## config.mk

```make
export PLATFORM = sky130hd
export DESIGN_NAME = reg_write_queue
export DESIGN_NICKNAME = d
export VERILOG_FILES = /design/src/rtl/reg_write_queue_pkg.sv /design/src/rtl/reg_write_queue_bypass.sv /design/src/rtl/reg_write_queue.sv
export SDC_FILE = /design/constraint.sdc
export NUM_CORES = 1
export LEC_CHECK = 0
export BUFFER_PORTS_ARGS = -buffer_cell sky130_fd_sc_hd__buf_2
export CELL_PAD_IN_SITES_DETAIL_PLACEMENT = 2
export CELL_PAD_IN_SITES_GLOBAL_PLACEMENT = 2
export CORE_ASPECT_RATIO = 0.6
export CORE_MARGIN = 2
export CORE_UTILIZATION = 43
export CTS_BUF_LIST = sky130_fd_sc_hd__clkbuf_8
export DETAILED_ROUTE_END_ITERATION = 7
export PLACE_DENSITY = 0.87
export SLEW_MARGIN = 20
export SYNTH_ARGS = -nofsm -noshare
export SYNTH_HDL_FRONTEND = slang
export SYNTH_SLANG_ARGS = --single-unit
```

## constraint.sdc

```tcl
create_clock -name clk -period 5.4 [get_ports clk]
set_input_delay 0.54 -clock clk [delete_from_list [all_inputs] [get_ports clk]]
set_output_delay 0.54 -clock clk [all_outputs]
set_load 0.01 [all_outputs]
```

## src/rtl/reg_write_queue_pkg.sv

```systemverilog
// Shared widths and defaults for the register writeback queue.
package reg_write_queue_pkg;
   localparam int REG_DATA_WIDTH = 64;
   localparam int REG_ADDR_WIDTH = 5;
   localparam int WBQ_DEPTH      = 4;
endpackage

```

## src/rtl/reg_write_queue_bypass.sv

```systemverilog
// Youngest-first match of one lookup address against every pending queue entry.
module reg_write_queue_bypass
   import reg_write_queue_pkg::*;
#(
   parameter int DATA_WIDTH = REG_DATA_WIDTH,
   parameter int ADDR_WIDTH = REG_ADDR_WIDTH,
   parameter int DEPTH      = WBQ_DEPTH,
   parameter int PTR_W      = $clog2(DEPTH)
) (
   input  logic [ADDR_WIDTH-1:0] i_addr,
   input  logic [ADDR_WIDTH-1:0] i_ent_addr [DEPTH],
   input  logic [DATA_WIDTH-1:0] i_ent_data [DEPTH],
   input  logic [DEPTH-1:0]      i_ent_valid,
   input  logic [PTR_W-1:0]      i_wr_ptr,
   output logic                  o_hit,
   output logic [DATA_WIDTH-1:0] o_data
);
   logic [DEPTH-1:0] w_match;
   logic [PTR_W-1:0] w_idx;

   genvar gi;
   generate
      for (gi = 0; gi < DEPTH; gi++) begin : g_match
         assign w_match[gi] = i_ent_valid[gi] && (i_ent_addr[gi] == i_addr) && (i_addr != '0);
      end
   endgenerate

   // Walk oldest to youngest so the youngest match is the last assignment.
   always_comb begin
      o_hit  = 1'b0;
      o_data = '0;
      w_idx  = '0;
      for (int k = DEPTH - 1; k >= 0; k--) begin
         w_idx = i_wr_ptr - PTR_W'(k + 1);
         if (w_match[w_idx]) begin
            o_hit  = 1'b1;
            o_data = i_ent_data[w_idx];
         end
      end
   end
endmodule

```

## src/rtl/reg_write_queue.sv

```systemverilog
// Writeback FIFO feeding the register file write port, with two bypass lookups.
module reg_write_queue
   import reg_write_queue_pkg::*;
#(
   parameter int DATA_WIDTH = REG_DATA_WIDTH,
   parameter int ADDR_WIDTH = REG_ADDR_WIDTH,
   parameter int DEPTH      = WBQ_DEPTH
) (
   input  logic                       clk,
   input  logic                       reset,
   input  logic                       in_valid,
   output logic                       in_ready,
   input  logic [ADDR_WIDTH-1:0]      in_addr,
   input  logic [DATA_WIDTH-1:0]      in_data,
   input  logic                       rf_ready,
   output logic                       RegWrite,
   output logic [ADDR_WIDTH-1:0]      write_reg_addr,
   output logic [DATA_WIDTH-1:0]      write_reg_data,
   input  logic [ADDR_WIDTH-1:0]      byp_addr_1,
   input  logic [ADDR_WIDTH-1:0]      byp_addr_2,
   output logic                       byp_hit_1,
   output logic                       byp_hit_2,
   output logic [DATA_WIDTH-1:0]      byp_data_1,
   output logic [DATA_WIDTH-1:0]      byp_data_2,
   output logic [$clog2(DEPTH):0]     count
);
   localparam int PTR_W = $clog2(DEPTH);
   localparam int CNT_W = PTR_W + 1;

   logic [ADDR_WIDTH-1:0] r_addr [DEPTH];
   logic [DATA_WIDTH-1:0] r_data [DEPTH];
   logic [DEPTH-1:0]      r_valid;
   logic [PTR_W-1:0]      r_rd_ptr;
   logic [PTR_W-1:0]      r_wr_ptr;
   logic [CNT_W-1:0]      r_count;
   logic                  w_enq;
   logic                  w_deq;

   assign in_ready = (r_count < CNT_W'(DEPTH));
   assign RegWrite = (r_count != '0);
   // x0 requests complete the handshake but are never stored.
   assign w_enq    = in_valid && in_ready && (in_addr != '0);
   assign w_deq    = RegWrite && rf_ready;

   assign write_reg_addr = RegWrite ? r_addr[r_rd_ptr] : '0;
   assign write_reg_data = RegWrite ? r_data[r_rd_ptr] : '0;
   assign count          = r_count;

   always_ff @(posedge clk or posedge reset) begin
      if (reset) begin
         r_rd_ptr <= '0;
         r_wr_ptr <= '0;
         r_count  <= '0;
         r_valid  <= '0;
      end else begin
         if (w_enq) r_wr_ptr <= r_wr_ptr + 1'b1;
         if (w_deq) r_rd_ptr <= r_rd_ptr + 1'b1;
         r_count <= r_count + CNT_W'(w_enq) - CNT_W'(w_deq);
         for (int i = 0; i < DEPTH; i++) begin
            if (w_enq && (r_wr_ptr == PTR_W'(i)))
               r_valid[i] <= 1'b1;
            else if (w_deq && (r_rd_ptr == PTR_W'(i)))
               r_valid[i] <= 1'b0;
         end
      end
   end

   // Payload storage is qualified by r_valid, so it carries no reset.
   always_ff @(posedge clk) begin
      if (w_enq) begin
         r_addr[r_wr_ptr] <= in_addr;
         r_data[r_wr_ptr] <= in_data;
      end
   end

   reg_write_queue_bypass #(
      .DATA_WIDTH (DATA_WIDTH),
      .ADDR_WIDTH (ADDR_WIDTH),
      .DEPTH      (DEPTH),
      .PTR_W      (PTR_W)
   ) u_byp_1 (
      .i_addr      (byp_addr_1),
      .i_ent_addr  (r_addr),
      .i_ent_data  (r_data),
      .i_ent_valid (r_valid),
      .i_wr_ptr    (r_wr_ptr),
      .o_hit       (byp_hit_1),
      .o_data      (byp_data_1)
   );

   reg_write_queue_bypass #(
      .DATA_WIDTH (DATA_WIDTH),
      .ADDR_WIDTH (ADDR_WIDTH),
      .DEPTH      (DEPTH),
      .PTR_W      (PTR_W)
   ) u_byp_2 (
      .i_addr      (byp_addr_2),
      .i_ent_addr  (r_addr),
      .i_ent_data  (r_data),
      .i_ent_valid (r_valid),
      .i_wr_ptr    (r_wr_ptr),
      .o_hit       (byp_hit_2),
      .o_data      (byp_data_2)
   );
endmodule
```

==> results.py, run 1 <==
metrics = {
    "global_routing": {
        "grt_pass1_vias": 17890,
        "grt_start_max_net_pins": 152,
        "antenna_found_initial": 7,
        "grt_first_pass_wirelength_um": 117900,
        "overflow": 0,
        "grt.total_usage_pct": 30.55,
    },
    "critical_path": {
        "crit_path_cell_trace": "inv_1, ha_4, buf_4, o221ai_1, a21oi_4, buf_4, nand2_1, a31oi_1, buf_2",
        "criticalPathCategory": "reg -> out",
        "crit_family": "buffers and inverters",
        "start_kind": "register",
        "critPathBufInv": 4,
        "worstPathArrival_ps": 4630,
        "critical_path.max_stage_delay_ps": 760,
        "cpMostUsedCell": "buf_4",
        "critPathMaxFanout": 54,
        "crit_slowest_cell": "buf_4",
        "end_kind": "output port",
        "critPathRequiredTime_ps": 4860,
    },
    "clock_tree": {
        "post_cts_buffers": 0,
        "ctsHoldBuffers": 1,
        "htreeDepth": 2,
        "post_cts_resized": 0,
        "cts_root_buf": "clkbuf_8",
        "clk_path_buf_depth": 3,
        "clock_sinks": 287,
        "tritoncts.num_buffers": 48,
        "tritoncts": "yes",
        "insertion_delay_ps": 600,
        "path_clk_slew_ps": 70,
    },
    "sta": {
        "final-setup-viol-count": 0,
        "skew_ps": 23.85,
        "tns_ps": 0,
        "final_max_slew_viol_count": 0,
        "worstMarginPinSlew_ps": 1122,
        "period_needed_ps": 5174,
        "layout_worst_path_cycle_share_pct": 95.81,
        "max_freq_mhz": 193.3,
        "relSlewSlack_pct": 25.17,
        "hold_viol_final": 0,
        "rsz0062_at_grt": "false",
    },
    "place": {
        "dp_hpwl_um": 49770,
        "portBuffers": 286,
        "gp_congestion": 0.8430,
        "place_inst": 2253,
    },
    "synth": {
        "yosysTopAreaCellShare_pct": 39.33,
        "postSynthAreaPerCell_um2": 14.54,
        "synthDistinctLibCells": 48,
        "ys.flop_type": "edfxtp_1",
        "synth_top_area_cell": "edfxtp_1",
        "yosys-top-cells-area": "edfxtp_1 39%, mux4_2 35%, mux2i_1 3.1%",
        "synthMuxAreaShare_pct": 38.41,
        "synthSimpleGateAreaFrac_pct": 6.299,
        "yosys_warnings": 0,
        "synth_top_family_by_area": "multiplexers",
        "synth_xor_area_share_pct": 1.829,
        "syn_nets": 1543,
        "synth_seq_area_share_pct": 40.63,
        "ys_ff_latch": 287,
        "netlist_instances": 1449,
        "synth_fa_ha_area_share_pct": 0.6887,
        "synth_edf_count": 276,
        "synth_area_mm2": 0.02108,
        "synth-compound-area-share_pct": 8.401,
        "async_flop_share_pct": 3.833,
    },
    "pwr": {
        "p_leak_nw": 8.548,
        "power-per-cell-area_mw_per_mm2": 585.7,
        "vdd_ir_drop_max_mv": 0.5031,
    },
    "finish": {
        "drive_above_1_share_pct": 43.76,
        "final_common_cell": "mux4_2",
        "nNetsFinal": 1759,
        "layout_common_cells": "328 x mux4_2, 286 x buf_2, 276 x edfxtp_1, 145 x nand2_1, 70 x and2_1",
        "fin_cells": 2345,
        "syn2layout_area_growth_pct": 13.34,
    },
    "floorplanning": {
        "die_w_um": 289.8,
        "num_rows": 62,
        "die_area_mm2": 0.05086,
        "initial_core_util_pct": 43.82,
        "coreArea_mm2": 0.04810,
        "boundaryPins": 287,
        "die_y_um": 175.5,
    },
    "drt": {
        "remaining_drc_errors": 0,
        "vias": 16600,
        "vias_per_cell": 7.079,
        "final_antenna_net_count": 0,
        "wl_per_cell_um": 33.43,
        "initialDrtViolationCount": 1931,
        "firstDrtPassIters": 5,
        "wl_um": 78390,
    },
    "run_status": {
        "status": "finished, final reports clean",
    },
    "run": {
        "drv_cap": 0,
    },
    "min_path": {
        "hold_path_class": "in -> reg",
    },
}
-- routing by layer --
| metal | track usage [%] | wire length, um |
|---|---|---|
| met5 | 0 | 7 |
| met4 | 10.39 | 2298 |
| met3 | 5.745 | 7081 |
| met2 | 50.13 | 38270 |
| met1 | 41.31 | 30730 |
-- cell type report --
cell class                 count  area [um2]
antenna                        5       12.51
clock buffer                  51       701.9
clock inverter                34       166.4
fill                        4525       24210
inverter                      14       52.55
multi-input combinational    992       11780
sequential                   287        8578
tap                          640       800.8
timing repair buffer         322        1794
-- sequential cells by signal (all words and copies together), names as in the netlist --
signal    count
r_rd_ptr      2
count         3
r_wr_ptr      2
r_data      256
r_addr       20
r_valid       4
-- cell usage after synthesis, types with 3 or more instances --
master    number
and4_1         3
nand2_1      146
ha_1          10
buf_6         13
nor2_2         3
a21o_1         4
o21ai_0        4
nor3_1         5
nor4_1         5
xor2_1        18
inv_1         14
xnor2_1       26
a22oi_1       53
buf_2         31
o22ai_1       64
and2_1        75
mux2i_1       65
nor2_1         6
mux4_2       330
buf_1         12
dfrtp_1       11
a22oi_2        9
o21ai_1       60
clkbuf_2       6
clkbuf_1      92
edfxtp_1     276
nand3_1        8
nand4_1       12
a31oi_1       65
-- stage by stage --
| stage | setup slack (ps) | hold WS [ps] | utilization (%) | instance area [um2] | power, mW |
|---|---|---|---|---|---|
| 2_1_floorplan | 1766 | 392.4 | - | 21080 | 9.391 |
| 3_3_place_gp | 1055 | 518.1 | 47.74 | 22960 | 11.59 |
| 3_5_place_dp | 872.4 | 551.6 | 47.74 | 22960 | 12.05 |
| 4_1_cts | 289.6 | 119.3 | 49.57 | 23840 | 13.99 |
| 5_1_grt | 47.60 | 122.3 | 49.65 | 23880 | 14.73 |
| 6_report | 226.5 | 150.8 | 49.66 | 23890 | 13.99 |
-- logic make-up (layout without fill, tap and decap cells) --
family / after synthesis / after routing
compound gates: 270 / 270
fa+ha+maj: 11 / 11
flops: 287 / 287
buf+inv: 170 / 421
mux: 396 / 396
other cells: 0 / 5
xor+xnor: 44 / 44
simple gates: 271 / 271
-- worst register-to-register path: cells and delay by family, from the launching register on --
family | cells | cell delay, ps
flip-flops | 1 | 410
adder cells (fa/ha/maj) | 1 | 330
buffers and inverters | 2 | 1160
AND/OR/NAND/NOR | 1 | 860
-- path summary, 6_finish.rpt --
path | startpoint | end | slack [ps] | depth (start not counted)
max in group asynchronous | reset | r_wr_ptr[1] | 4490 | 3
hold / removal | in_data[5] | r_data[69] | 150 | 1
min in group asynchronous | reset | r_rd_ptr[1] | 520 | 3
hold reg to reg | count[0] | count[0] | 560 | 1
setup / recovery | r_wr_ptr[0] | byp_data_2[45] | 230 | 9
setup reg to reg | r_wr_ptr[1] | r_data[82] | 2290 | 4
-- where the power goes --
part	total [mW]	internal [mW]	switching [mW]
clock	1.90	0.917	0.978
sequential	3.31	2.82	0.486
combinational	8.79	4.14	4.65
(Power assumes the default switching activity.)
==> inputs of run 2 (changes only) <==
--- a/config.mk
+++ b/config.mk
@@ -12,8 +12,10 @@
 export CORE_MARGIN = 2
 export CORE_UTILIZATION = 43
 export CTS_BUF_LIST = sky130_fd_sc_hd__clkbuf_8
+export CTS_CLUSTER_DIAMETER = 60
 export DETAILED_ROUTE_END_ITERATION = 7
 export PLACE_DENSITY = 0.87
+export REMOVE_ABC_BUFFERS = 1
 export SLEW_MARGIN = 20
 export SYNTH_ARGS = -nofsm -noshare
 export SYNTH_HDL_FRONTEND = slang
==> run 2 against run 1 <==
  * Critical endpoint is now byp_data_2[15]
  * First-iteration DRC count shrank 6.5%
  * Register-to-register slack gained 40 ps
  * Hold slack lost 1.4 ps
  * Clock skew grew 0.92 ps
  * Die area is the same
  * Setup slack gained 120 ps
  * Critical path depth shrank 1
  * Final cell count grew 0.13%
  * Wire length shrank 1.2%
  * Largest cell class unchanged
  * Cell area is essentially flat
  * Clock-buffer cell count shrank 3
  * Core utilization is essentially flat
==> results.py, run 2 (same netlist as run 1, synthesis figures left out) <==
metrics = {
    "place": {
        "gp_congestion": 0.8740,
        "place_inst": 2253,
        "dp_slack_ps": 884.8,
        "portBuffers": 286,
        "dp_hpwl_um": 51030,
        "placed_area_mm2": 0.02296,
    },
    "finish": {
        "syn2layout_area_growth_pct": 13.42,
        "largest_reg_flops": 256,
        "drive_above_1_share_pct": 43.71,
        "fin_area_mm2": 0.02390,
        "top_register": "r_data",
        "final_common_cell": "mux4_2",
        "fin_cells": 2348,
        "nNetsFinal": 1759,
        "layout_common_cells": "328 x mux4_2, 286 x buf_2, 276 x edfxtp_1, 145 x nand2_1, 70 x and2_1",
        "nFillCells": 4521,
        "largestRegisters": "r_data (256), r_addr (20), r_valid (4)",
        "utilization_pct": 49.70,
    },
    "drt": {
        "vias": 16500,
        "final_antenna_net_count": 0,
        "initialDrtViolationCount": 1806,
        "wl_um": 77440,
        "firstDrtPassIters": 7,
        "remaining_drc_errors": 0,
        "vias_per_cell": 7.026,
        "wl_per_cell_um": 32.98,
    },
    "critical_path": {
        "end_kind": "output port",
        "critPathMaxFanout": 36,
        "worstPathArrival_ps": 4510,
        "r2r_cells": 8,
        "crit_family": "buffers and inverters",
        "critPathRequiredTime_ps": 4860,
        "r2r_start": "count[2]",
        "critPathBufInv": 4,
        "rrSetupSlack_ps": 2330,
        "rr_endpoint": "count[2]",
        "cpMostUsedCell": "inv_1",
        "cp-startpoint": "r_wr_ptr[0]",
        "cp.depth": 8,
        "crit_end": "byp_data_2[15]",
        "crit_slowest_cell": "nor2_4",
        "crit_path_cell_trace": "inv_1, ha_4, mux4_4, inv_1, nor2_4, buf_4, a31oi_1, buf_2",
        "criticalPathCategory": "reg -> out",
        "start_kind": "register",
        "critical_path.max_stage_delay_ps": 760,
    },
    "global_routing": {
        "antenna_found_initial": 9,
        "grt_pass1_vias": 17860,
        "grt_first_pass_wirelength_um": 117200,
        "grt.total_usage_pct": 30.36,
        "overflow": 0,
        "grt_start_max_net_pins": 120,
    },
    "sta": {
        "fin_ws_ps": 350.3,
        "final-setup-viol-count": 0,
        "hold_viol_final": 0,
        "final_max_slew_viol_count": 0,
        "rsz0062_at_grt": "false",
        "relSlewSlack_pct": 28.39,
        "max_freq_mhz": 198.0,
        "worstMarginPinSlew_ps": 1074,
        "period_needed_ps": 5050,
        "layout_worst_path_cycle_share_pct": 93.51,
        "skew_ps": 24.78,
    },
    "pwr": {
        "p_leak_nw": 8.528,
        "vdd_ir_drop_max_mv": 0.3306,
        "power-per-cell-area_mw_per_mm2": 588.5,
    },
    "clock_tree": {
        "tritoncts.num_buffers": 48,
        "cts_root_buf": "clkbuf_8",
        "clk_path_buf_depth": 3,
        "tritoncts": "yes",
        "ctsHoldBuffers": 1,
        "htreeDepth": 2,
        "post_cts_buffers": 0,
        "insertion_delay_ps": 610,
        "clock_sinks": 287,
        "path_clk_slew_ps": 70,
        "post_cts_resized": 0,
    },
    "floorplanning": {
        "num_rows": 62,
        "initial_core_util_pct": 43.82,
        "boundaryPins": 287,
        "coreArea_mm2": 0.04810,
        "die_w_um": 289.8,
        "die_area_mm2": 0.05086,
        "die_y_um": 175.5,
    },
    "run": {
        "drv_cap": 0,
    },
    "run_status": {
        "status": "finished, final reports clean",
    },
    "min_path": {
        "hp-start": "in_data[20]",
        "hold_path_class": "in -> reg",
    },
}
[run 2: cell count changes in the layout (fill, tap and decap cells not counted)]
cell,change
clkinv_2,-4
clkbuf_8,-3
clkinv_1,+3
diode_2,+3
clkinv_4,+2
clkinvlp_4,+2
inv_1,-2
buf_4,+1
buf_6,-1
bufinv_16,+1
inv_6,+1
[run 2: worst min-delay path by stage]
stage	to	slack, ps	cells after the start
2_1_floorplan	count[0]	390	1
3_3_place_gp	count[0]	510	1
3_5_place_dp	r_valid[0]	530	1
4_1_cts	r_data[87]	120	1
5_1_grt	r_data[128]	120	1
6_report	r_data[148]	150	1
[run 2: area by class of cell]
cell class	instances	area [um2]	share of cell area [%]
antenna	8	20.02	0.08375
clock buffer	48	660.6	2.764
clock inverter	37	221.5	0.9265
inverter	14	52.55	0.2198
multi-input combinational	992	11780	49.28
sequential	287	8578	35.89
tap	640	800.8	3.350
timing repair buffer	322	1790	7.490
[run 2: stage by stage]
| stage | power [mW] | hold slack [ps] | TNS (ps) |
|---|---|---|---|
| 4_1_cts | 14.08 | 117.2 | 0 |
| 6_report | 14.07 | 149.5 | 0 |
| 2_1_floorplan | 8.872 | 392.4 | -3686190 |
| 3_3_place_gp | 11.64 | 511.3 | 0 |
| 3_5_place_dp | 12.15 | 531.9 | 0 |
| 5_1_grt | 14.82 | 124.0 | 0 |
[run 2: power breakdown]
group | switching (mW) | internal [mW]
clock | 0.977 | 0.929
sequential | 0.500 | 2.82
combinational | 4.69 | 4.15
[run 2: per-layer routing]
metal | up-vias | wire length [um] | GRT usage [%]
met3 | 166 | 6432 | 5.201
met4 | 2 | 2276 | 11.22
met2 | 971 | 38340 | 50.65
met1 | 8796 | 30370 | 40.35
li1 | 6561 | - | -
met5 | - | 13 | 0
